--- src/rtl/delay_sequencer_pkg.sv ---
`default_nettype none
// ============================================================================
// Module   : delay_pkg
// Purpose  : Shared types, option bit positions and saturating add for the
//            delay sequencer.
// Revision : 1.0  initial release
// ============================================================================
package delay_pkg;

   typedef enum logic [1:0] {
      IDLE  = 2'd0,
      READ  = 2'd1,
      WRITE = 2'd2
   } state_t;

   localparam int OPT_MIX    = 3;
   localparam int OPT_DLY_HI = 2;
   localparam int OPT_DLY_LO = 0;

   // Widest sample the saturating adder supports; callers sign-extend into it.
   localparam int SAT_MAX_W  = 64;

   function automatic logic signed [SAT_MAX_W-1:0] sat_add(
      input logic signed [SAT_MAX_W-1:0] a,
      input logic signed [SAT_MAX_W-1:0] b,
      input int unsigned                 width
   );
      logic signed [SAT_MAX_W:0] sum;
      logic signed [SAT_MAX_W:0] hi;
      logic signed [SAT_MAX_W:0] lo;
      logic signed [SAT_MAX_W:0] one;
      one = (SAT_MAX_W+1)'(1);
      hi  = (one << (width - 1)) - one;
      lo  = ~hi;
      sum = (SAT_MAX_W+1)'(a) + (SAT_MAX_W+1)'(b);
      if (sum > hi) begin
         return hi[SAT_MAX_W-1:0];
      end else if (sum < lo) begin
         return lo[SAT_MAX_W-1:0];
      end
      return sum[SAT_MAX_W-1:0];
   endfunction

endpackage
`default_nettype wire

--- src/rtl/delay_sequencer_if.sv ---
`default_nettype none
// ============================================================================
// Module   : delay_sequencer_if
// Purpose  : Sample stream handshake and delay-RAM port of the sequencer.
// Revision : 1.0  initial release
// ============================================================================
interface delay_sequencer_if #(
   parameter int DATA_WIDTH = 32,
   parameter int ADDR_WIDTH = 3
);
   logic                  x_valid;
   logic                  x_ready;
   logic [DATA_WIDTH-1:0] x;
   logic                  y_valid;
   logic [DATA_WIDTH-1:0] y;
   logic [ADDR_WIDTH-1:0] ram_addr;
   logic                  ram_we;
   logic [DATA_WIDTH-1:0] ram_wdata;
   logic [DATA_WIDTH-1:0] ram_rdata;

   modport slave (
      input  x_valid, x, ram_rdata,
      output x_ready, y_valid, y, ram_addr, ram_we, ram_wdata
   );

   modport master (
      output x_valid, x, ram_rdata,
      input  x_ready, y_valid, y, ram_addr, ram_we, ram_wdata
   );
endinterface
`default_nettype wire

--- src/rtl/delay_sequencer_addr_gen.sv ---
`default_nettype none
// ============================================================================
// Module   : delay_addr_gen
// Purpose  : Circular-buffer write pointer, fill counter, delay decode and
//            tap address generation.
// Revision : 1.0  initial release
// ============================================================================
module delay_addr_gen #(
   parameter int SIZE       = 8,
   parameter int ADDR_WIDTH = 3
) (
   input  logic                  CLK,
   input  logic                  rst,
   input  logic [2:0]            i_dly_code,
   input  logic [ADDR_WIDTH:0]   i_d_lat,
   input  logic                  i_advance,
   output logic [ADDR_WIDTH:0]   o_d_dec,
   output logic [ADDR_WIDTH-1:0] o_wp,
   output logic [ADDR_WIDTH-1:0] o_rd_addr,
   output logic [ADDR_WIDTH:0]   o_fill
);
   localparam logic [ADDR_WIDTH:0]   c_SIZE    = (ADDR_WIDTH+1)'(SIZE);
   localparam logic [ADDR_WIDTH-1:0] c_WP_LAST = ADDR_WIDTH'(SIZE - 1);

   logic [ADDR_WIDTH-1:0] r_wp;
   logic [ADDR_WIDTH:0]   r_fill;
   logic [ADDR_WIDTH:0]   w_wp_ext;

   // Code 0 selects the full buffer; oversize codes clamp to the buffer depth.
   always_comb begin
      o_d_dec = c_SIZE;
      if ((i_dly_code != 3'd0) && (int'(i_dly_code) < SIZE)) begin
         o_d_dec = (ADDR_WIDTH+1)'(i_dly_code);
      end
   end

   always_comb begin
      w_wp_ext = {1'b0, r_wp};
      if (w_wp_ext >= i_d_lat) begin
         o_rd_addr = ADDR_WIDTH'(w_wp_ext - i_d_lat);
      end else begin
         o_rd_addr = ADDR_WIDTH'(w_wp_ext + c_SIZE - i_d_lat);
      end
   end

   always_ff @(posedge CLK) begin
      if (rst) begin
         r_wp   <= '0;
         r_fill <= '0;
      end else if (i_advance) begin
         r_wp <= (r_wp == c_WP_LAST) ? '0 : r_wp + 1'b1;
         if (r_fill != c_SIZE) begin
            r_fill <= r_fill + 1'b1;
         end
      end
   end

   assign o_wp   = r_wp;
   assign o_fill = r_fill;

endmodule
`default_nettype wire

--- src/rtl/delay_sequencer.sv ---
`default_nettype none
// ============================================================================
// Module   : delay_sequencer
// Purpose  : Drives a single-port sample RAM as a circular delay line and
//            emits the delayed tap or an echo mix per accepted sample.
// Revision : 1.0  initial release
// ============================================================================
module delay_sequencer
   import delay_pkg::*;
#(
   parameter int DATA_WIDTH = 32,
   parameter int SIZE       = 8,
   parameter int ADDR_WIDTH = 3
) (
   input  logic              CLK,
   input  logic              rst,
   input  logic              en,
   input  logic [3:0]        options,
   delay_sequencer_if.slave  bus
);
   state_t                       r_state;
   logic signed [DATA_WIDTH-1:0] r_x_lat;
   logic                         r_mix_lat;
   logic [ADDR_WIDTH:0]          r_d_lat;
   logic [DATA_WIDTH-1:0]        r_y;
   logic                         r_y_valid;

   logic                         w_x_ready;
   logic                         w_accept;
   logic [ADDR_WIDTH:0]          w_d_dec;
   logic [ADDR_WIDTH-1:0]        w_wp;
   logic [ADDR_WIDTH-1:0]        w_rd_addr;
   logic [ADDR_WIDTH:0]          w_fill;
   logic signed [DATA_WIDTH-1:0] w_tap;

   delay_addr_gen #(
      .SIZE       (SIZE),
      .ADDR_WIDTH (ADDR_WIDTH)
   ) u_addr_gen (
      .CLK        (CLK),
      .rst        (rst),
      .i_dly_code (options[OPT_DLY_HI:OPT_DLY_LO]),
      .i_d_lat    (r_d_lat),
      .i_advance  (r_state == WRITE),
      .o_d_dec    (w_d_dec),
      .o_wp       (w_wp),
      .o_rd_addr  (w_rd_addr),
      .o_fill     (w_fill)
   );

   assign w_x_ready = (r_state == IDLE) && en && !rst;
   assign w_accept  = bus.x_valid && w_x_ready;

   // Until the buffer holds d_lat samples the RAM word at the tap is stale.
   assign w_tap = (w_fill >= r_d_lat) ? bus.ram_rdata : '0;

   always_comb begin
      bus.ram_addr  = '0;
      bus.ram_we    = 1'b0;
      bus.ram_wdata = '0;
      case (r_state)
         READ: begin
            bus.ram_addr = w_rd_addr;
         end
         WRITE: begin
            bus.ram_addr  = w_wp;
            bus.ram_we    = 1'b1;
            bus.ram_wdata = r_x_lat;
         end
         default: ;
      endcase
   end

   always_ff @(posedge CLK) begin
      if (rst) begin
         r_state   <= IDLE;
         r_x_lat   <= '0;
         r_mix_lat <= 1'b0;
         r_d_lat   <= (ADDR_WIDTH+1)'(SIZE);
         r_y       <= '0;
         r_y_valid <= 1'b0;
      end else begin
         r_y_valid <= 1'b0;
         case (r_state)
            IDLE: begin
               if (w_accept) begin
                  r_x_lat   <= bus.x;
                  r_mix_lat <= options[OPT_MIX];
                  r_d_lat   <= w_d_dec;
                  r_state   <= READ;
               end
            end
            READ: begin
               r_state <= WRITE;
            end
            WRITE: begin
               if (r_mix_lat) begin
                  r_y <= DATA_WIDTH'(sat_add(SAT_MAX_W'(r_x_lat),
                                             SAT_MAX_W'(w_tap >>> 1),
                                             DATA_WIDTH));
               end else begin
                  r_y <= w_tap;
               end
               r_y_valid <= 1'b1;
               r_state   <= IDLE;
            end
            default: begin
               r_state <= IDLE;
            end
         endcase
      end
   end

   assign bus.x_ready = w_x_ready;
   assign bus.y       = r_y;
   assign bus.y_valid = r_y_valid;

endmodule
`default_nettype wire

--- src/flat_wrapper.sv ---
// flat-port wrapper written by rule: the top's interface ports become plain ports
module delay_sequencer_flat import delay_pkg::*;
#(
   parameter int DATA_WIDTH = 32,
   parameter int SIZE       = 8,
   parameter int ADDR_WIDTH = 3
)
  (CLK, rst, en, options, bus_x_valid, bus_x, bus_ram_rdata, bus_x_ready, bus_y_valid, bus_y, bus_ram_addr, bus_ram_we, bus_ram_wdata);
  delay_sequencer_if #(.DATA_WIDTH(DATA_WIDTH), .ADDR_WIDTH(ADDR_WIDTH)) bus_i ();
  input  logic CLK;
  input  logic rst;
  input  logic en;
  input  logic [3:0] options;
  input wire logic [$bits(bus_i.x_valid)-1:0] bus_x_valid;
  input wire logic [$bits(bus_i.x)-1:0] bus_x;
  input wire logic [$bits(bus_i.ram_rdata)-1:0] bus_ram_rdata;
  output wire logic [$bits(bus_i.x_ready)-1:0] bus_x_ready;
  output wire logic [$bits(bus_i.y_valid)-1:0] bus_y_valid;
  output wire logic [$bits(bus_i.y)-1:0] bus_y;
  output wire logic [$bits(bus_i.ram_addr)-1:0] bus_ram_addr;
  output wire logic [$bits(bus_i.ram_we)-1:0] bus_ram_we;
  output wire logic [$bits(bus_i.ram_wdata)-1:0] bus_ram_wdata;
  assign bus_i.x_valid = bus_x_valid;
  assign bus_i.x = bus_x;
  assign bus_i.ram_rdata = bus_ram_rdata;
  assign bus_x_ready = bus_i.x_ready;
  assign bus_y_valid = bus_i.y_valid;
  assign bus_y = bus_i.y;
  assign bus_ram_addr = bus_i.ram_addr;
  assign bus_ram_we = bus_i.ram_we;
  assign bus_ram_wdata = bus_i.ram_wdata;
  delay_sequencer #(.DATA_WIDTH(DATA_WIDTH), .SIZE(SIZE), .ADDR_WIDTH(ADDR_WIDTH)) u_core (.CLK(CLK), .rst(rst), .en(en), .options(options), .bus(bus_i));
endmodule
--- config.mk ---
export PLATFORM = sky130hd
export DESIGN_NAME = delay_sequencer_flat
export DESIGN_NICKNAME = d
export VERILOG_FILES = /design/src/rtl/delay_sequencer_pkg.sv /design/src/rtl/delay_sequencer_if.sv /design/src/rtl/delay_sequencer_addr_gen.sv /design/src/rtl/delay_sequencer.sv /design/src/flat_wrapper.sv
export SDC_FILE = /design/constraint.sdc
export NUM_CORES = 1
export LEC_CHECK = 0
export ABC_AREA = 0
export BUFFER_PORTS_ARGS = -buffer_cell sky130_fd_sc_hd__clkbuf_2
export CORE_MARGIN = 2
export CORE_UTILIZATION = 45
export CTS_BUF_LIST = sky130_fd_sc_hd__clkbuf_8
export DETAILED_ROUTE_END_ITERATION = 8
export MAX_ROUTING_LAYER = met4
export PLACE_DENSITY = 0.78
export SETUP_SLACK_MARGIN = 0.5
export SYNTH_ARGS = -nofsm -noshare
export SYNTH_HDL_FRONTEND = slang
export SYNTH_SLANG_ARGS = --single-unit
--- constraint.sdc ---
create_clock -name CLK -period 5.14 [get_ports CLK]
set_clock_uncertainty 0.2 [all_clocks]
set_input_delay 0.514 -clock CLK [delete_from_list [all_inputs] [get_ports CLK]]
set_output_delay 0.514 -clock CLK [all_outputs]
set_load 0.02 [all_outputs]
==> metrics.txt <==
GRT Total Usage=0.259; number of iterations in the first detailed-routing pass=6; Clock Sink Count=79; die width=119 µm; largest net degree at the start of global routing=42; Ys Warns=0; Filler Cells Inserted=1235; Final Cycle Share=0.890; Seq/Total Area, Yosys=0.267; DRC viols=0; FP Rows=41; # Max-Cap Violations=0; Net Count, Synth=893; WL final=19500 µm; layout cell share with drive strength beyond 1=0.254; Worst Path Buf+Inv=5; DRT iter0 DRCs=785; H-tree levels=3; Worst-Margin Slew=955 ps; EDFF count, synth=0; top_reg_cell synth=dfxtp_1; worst path cell trace=inv_1, ha_1, nand2b_1, a21o_1, a21o_4, a21o_4, buf_4, and2_1, ha_4, o211ai_1, o211ai_1, nand3_1, nand3b_1, a31oi_1, buf_4, nor4b_4, buf_4, nor3_2, buf_4, o31ai_1; final setup vio count=0; post-synthesis cell area=5920 µm²; CTS tree=done; RSZ-0062 raised after global routing=no; Hold Violations, Final=0; first-pass GRT wire length=28800 µm; synthesized area per cell=7.65 µm²; Min-Delay Path Depth=3; antenna-violating nets left=0; final RePlAce weighted congestion=0.964; Routed WL per cell=17.9 µm; die footprint=14100 µm²; setup slack, reg-to-reg=570 ps; worst skew pair latency=370 ps; Setup WS post-layout=568 ps; critical path data arrival time=4650 ps; status=complete, no violations; Max Fanout on Critical Path=11; Worst EP required=5220 ps; Final #Nets=1030; Cell Pwr Density=210 nW/µm²; R2R Path Start=u_core.u_addr_gen.o_fill[0]; Place WS=75.5 ps; number of global-route vias before repair=5659; Top cell by count, worst path=buf_4; core outline area=12700 µm²; Die Ht=119 µm; global route overflow=0; number of cells on the worst reg-to-reg path=20; Slew Viols, Final=0; Distinct cells, synth=62; register bit count reported by yosys=79; Crit Path Class=reg -> reg; Final HPWL DP=13800 µm; final setup TNS=0 ps; endpoint type of the worst setup path=flop; Ant. Diodes=0; Hold EP=u_core.r_x_lat[12]; Fmax=219 MHz; Syn Inst Count=774; CTS Buf Count=9; clk buf depth=2; static leakage=3.17 nW; # IOs=142; Critical Path Source Type=flop; worst IR drop on VDD=0.144 mV; HP Class=in -> reg; Starting Density=0.466; Final Power=0.00152 W; detailed-route vias per instance=5.92; initial antenna violation count=0; Worst slew margin=0.363; Final min period=4570 ps; clock slew at reported path FFs=100 ps; Hold Startpoint=bus_x[12]; Port Buffers=141; CP peak stage delay=380 ps; Vias=6444; Hold Buf Count CTS=0; Slowest cell on crit path=o211ai_1; CP top delay family=compound AO/OA/AOI/OAI gates; async set or reset register ratio after synthesis=0; area delta synth->final=22.3%; root buf cell=clkbuf_8; RR Endpoint=u_core.bus.y[10]
## cells in the final DEF, fill, tap and decap left out, types with 9 or more instances in the layout
cell type	n
dfxtp_1	78
ha_1	40
inv_1	13
nor2_1	25
and2_1	67
xnor2_1	17
nand3_1	23
o21ai_0	17
o211ai_1	9
nand2_1	116
o31ai_1	22
buf_4	28
a21oi_1	86
nand2b_1	9
a32oi_1	11
a21o_1	19
nand4_1	20
nor3_1	21
xor2_1	12
clkbuf_8	10
clkbuf_2	141
o21a_1	18
## worst min-delay path, cell delays in order
cell,delay (ps)
clkbuf_2,80
nand2_1,50
a21oi_1,50
## routing by layer
metal,routed length (µm),vias up,part of all wire,global-route usage
li1,-,3087,-,-
met1,8730,2927,0.45,0.373
met2,8090,374,0.41,0.360
met3,2060,56,0.11,0.0492
met4,633,0,0.032,0.0863
met5,0,-,0,-
## flip-flops by register name (all words and copies together), names as in the netlist
name                      count
u_core.u_addr_gen.o_fill      4
u_core.bus.y_valid            1
u_core.r_x_lat               32
u_core.bus.y                 32
u_core.r_d_lat                4
u_core.r_mix_lat              1
u_core.u_addr_gen.o_wp        3
u_core.r_state                2
## cell type report
class / count / area, µm² / share of cell area
clock inverters: 6 / 48.8 / 0.00673
clock buffers: 10 / 138 / 0.0190
inverters: 15 / 56.3 / 0.00777
flip-flops and latches: 79 / 1580 / 0.218
multi-input cells: 637 / 4290 / 0.592
well taps: 172 / 215 / 0.0297
repair buffers: 169 / 916 / 0.126
## cells by family after synthesis
logic type      share of synthesized area
mux                               0.00507
simple gates                        0.267
flops                               0.267
fa+ha+maj                           0.102
xor+xnor                           0.0429
buf+inv                            0.0429
compound gates                      0.273
## synthesized netlist by cell type (4+ instances only)
cell / n / area share
xor2_1: 12 / 0.018
nand2b_1: 9 / 0.0095
a21o_1: 21 / 0.027
a211oi_1: 6 / 0.0076
inv_1: 13 / 0.0082
o21bai_1: 4 / 0.0051
o211ai_1: 9 / 0.011
o21ai_0: 17 / 0.014
and3_1: 6 / 0.0063
nand4_1: 20 / 0.021
o21a_1: 18 / 0.023
clkbuf_1: 40 / 0.025
o31ai_1: 28 / 0.035
and2_1: 68 / 0.072
nor2_1: 27 / 0.017
a31oi_1: 7 / 0.0074
nor3_1: 21 / 0.018
a32oi_1: 13 / 0.019
xnor2_1: 17 / 0.025
dfxtp_1: 79 / 0.27
nand3_1: 23 / 0.019
a21oi_1: 86 / 0.073
buf_1: 4 / 0.0025
ha_1: 45 / 0.095
nand2_1: 116 / 0.073
## report_power, final
part | switching [W] | internal, W | leakage, nW
clock network | 0.000249 | 0.000193 | 0.0859
registers | 0.0000275 | 0.000641 | 0.639
logic | 0.000259 | 0.000154 | 2.44
## stage by stage
| stage | util | hold slack, ps | cell area [µm²] | instances |
|---|---|---|---|---|
| floorplan | - | 236 | 5920 | 774 |
| global placement | 0.531 | 240 | 6760 | 1053 |
| detailed placement | 0.531 | 248 | 6760 | 1053 |
| CTS | 0.547 | 138 | 6960 | 1069 |
| global route | 0.570 | 142 | 7250 | 1088 |
| finish | 0.570 | 148 | 7250 | 1088 |
## repair_timing
action,4_1_cts,5_1_grt
resized for setup,3,27
endpoints found under the setup margin,31,31
pin swaps,0,10
buffers inserted,0,14
gates cloned,0,5
## how the worst max path moves through the flow
stage	startpoint	endpoint	slack (ps)	cells past startpoint
4_1_cts	u_core.u_addr_gen.o_fill[0]	u_core.bus.y[23]	500	19
6_report	u_core.u_addr_gen.o_fill[0]	u_core.bus.y[10]	570	20
3_5_place_dp	u_core.u_addr_gen.o_fill[0]	u_core.bus.y[27]	80	17
5_1_grt	u_core.u_addr_gen.o_fill[0]	u_core.bus.y[12]	400	20
3_3_place_gp	u_core.u_addr_gen.o_fill[0]	u_core.bus.y[23]	160	17
2_1_floorplan	u_core.u_addr_gen.o_fill[0]	u_core.bus.y[14]	740	20
(Power assumes the default switching activity.)
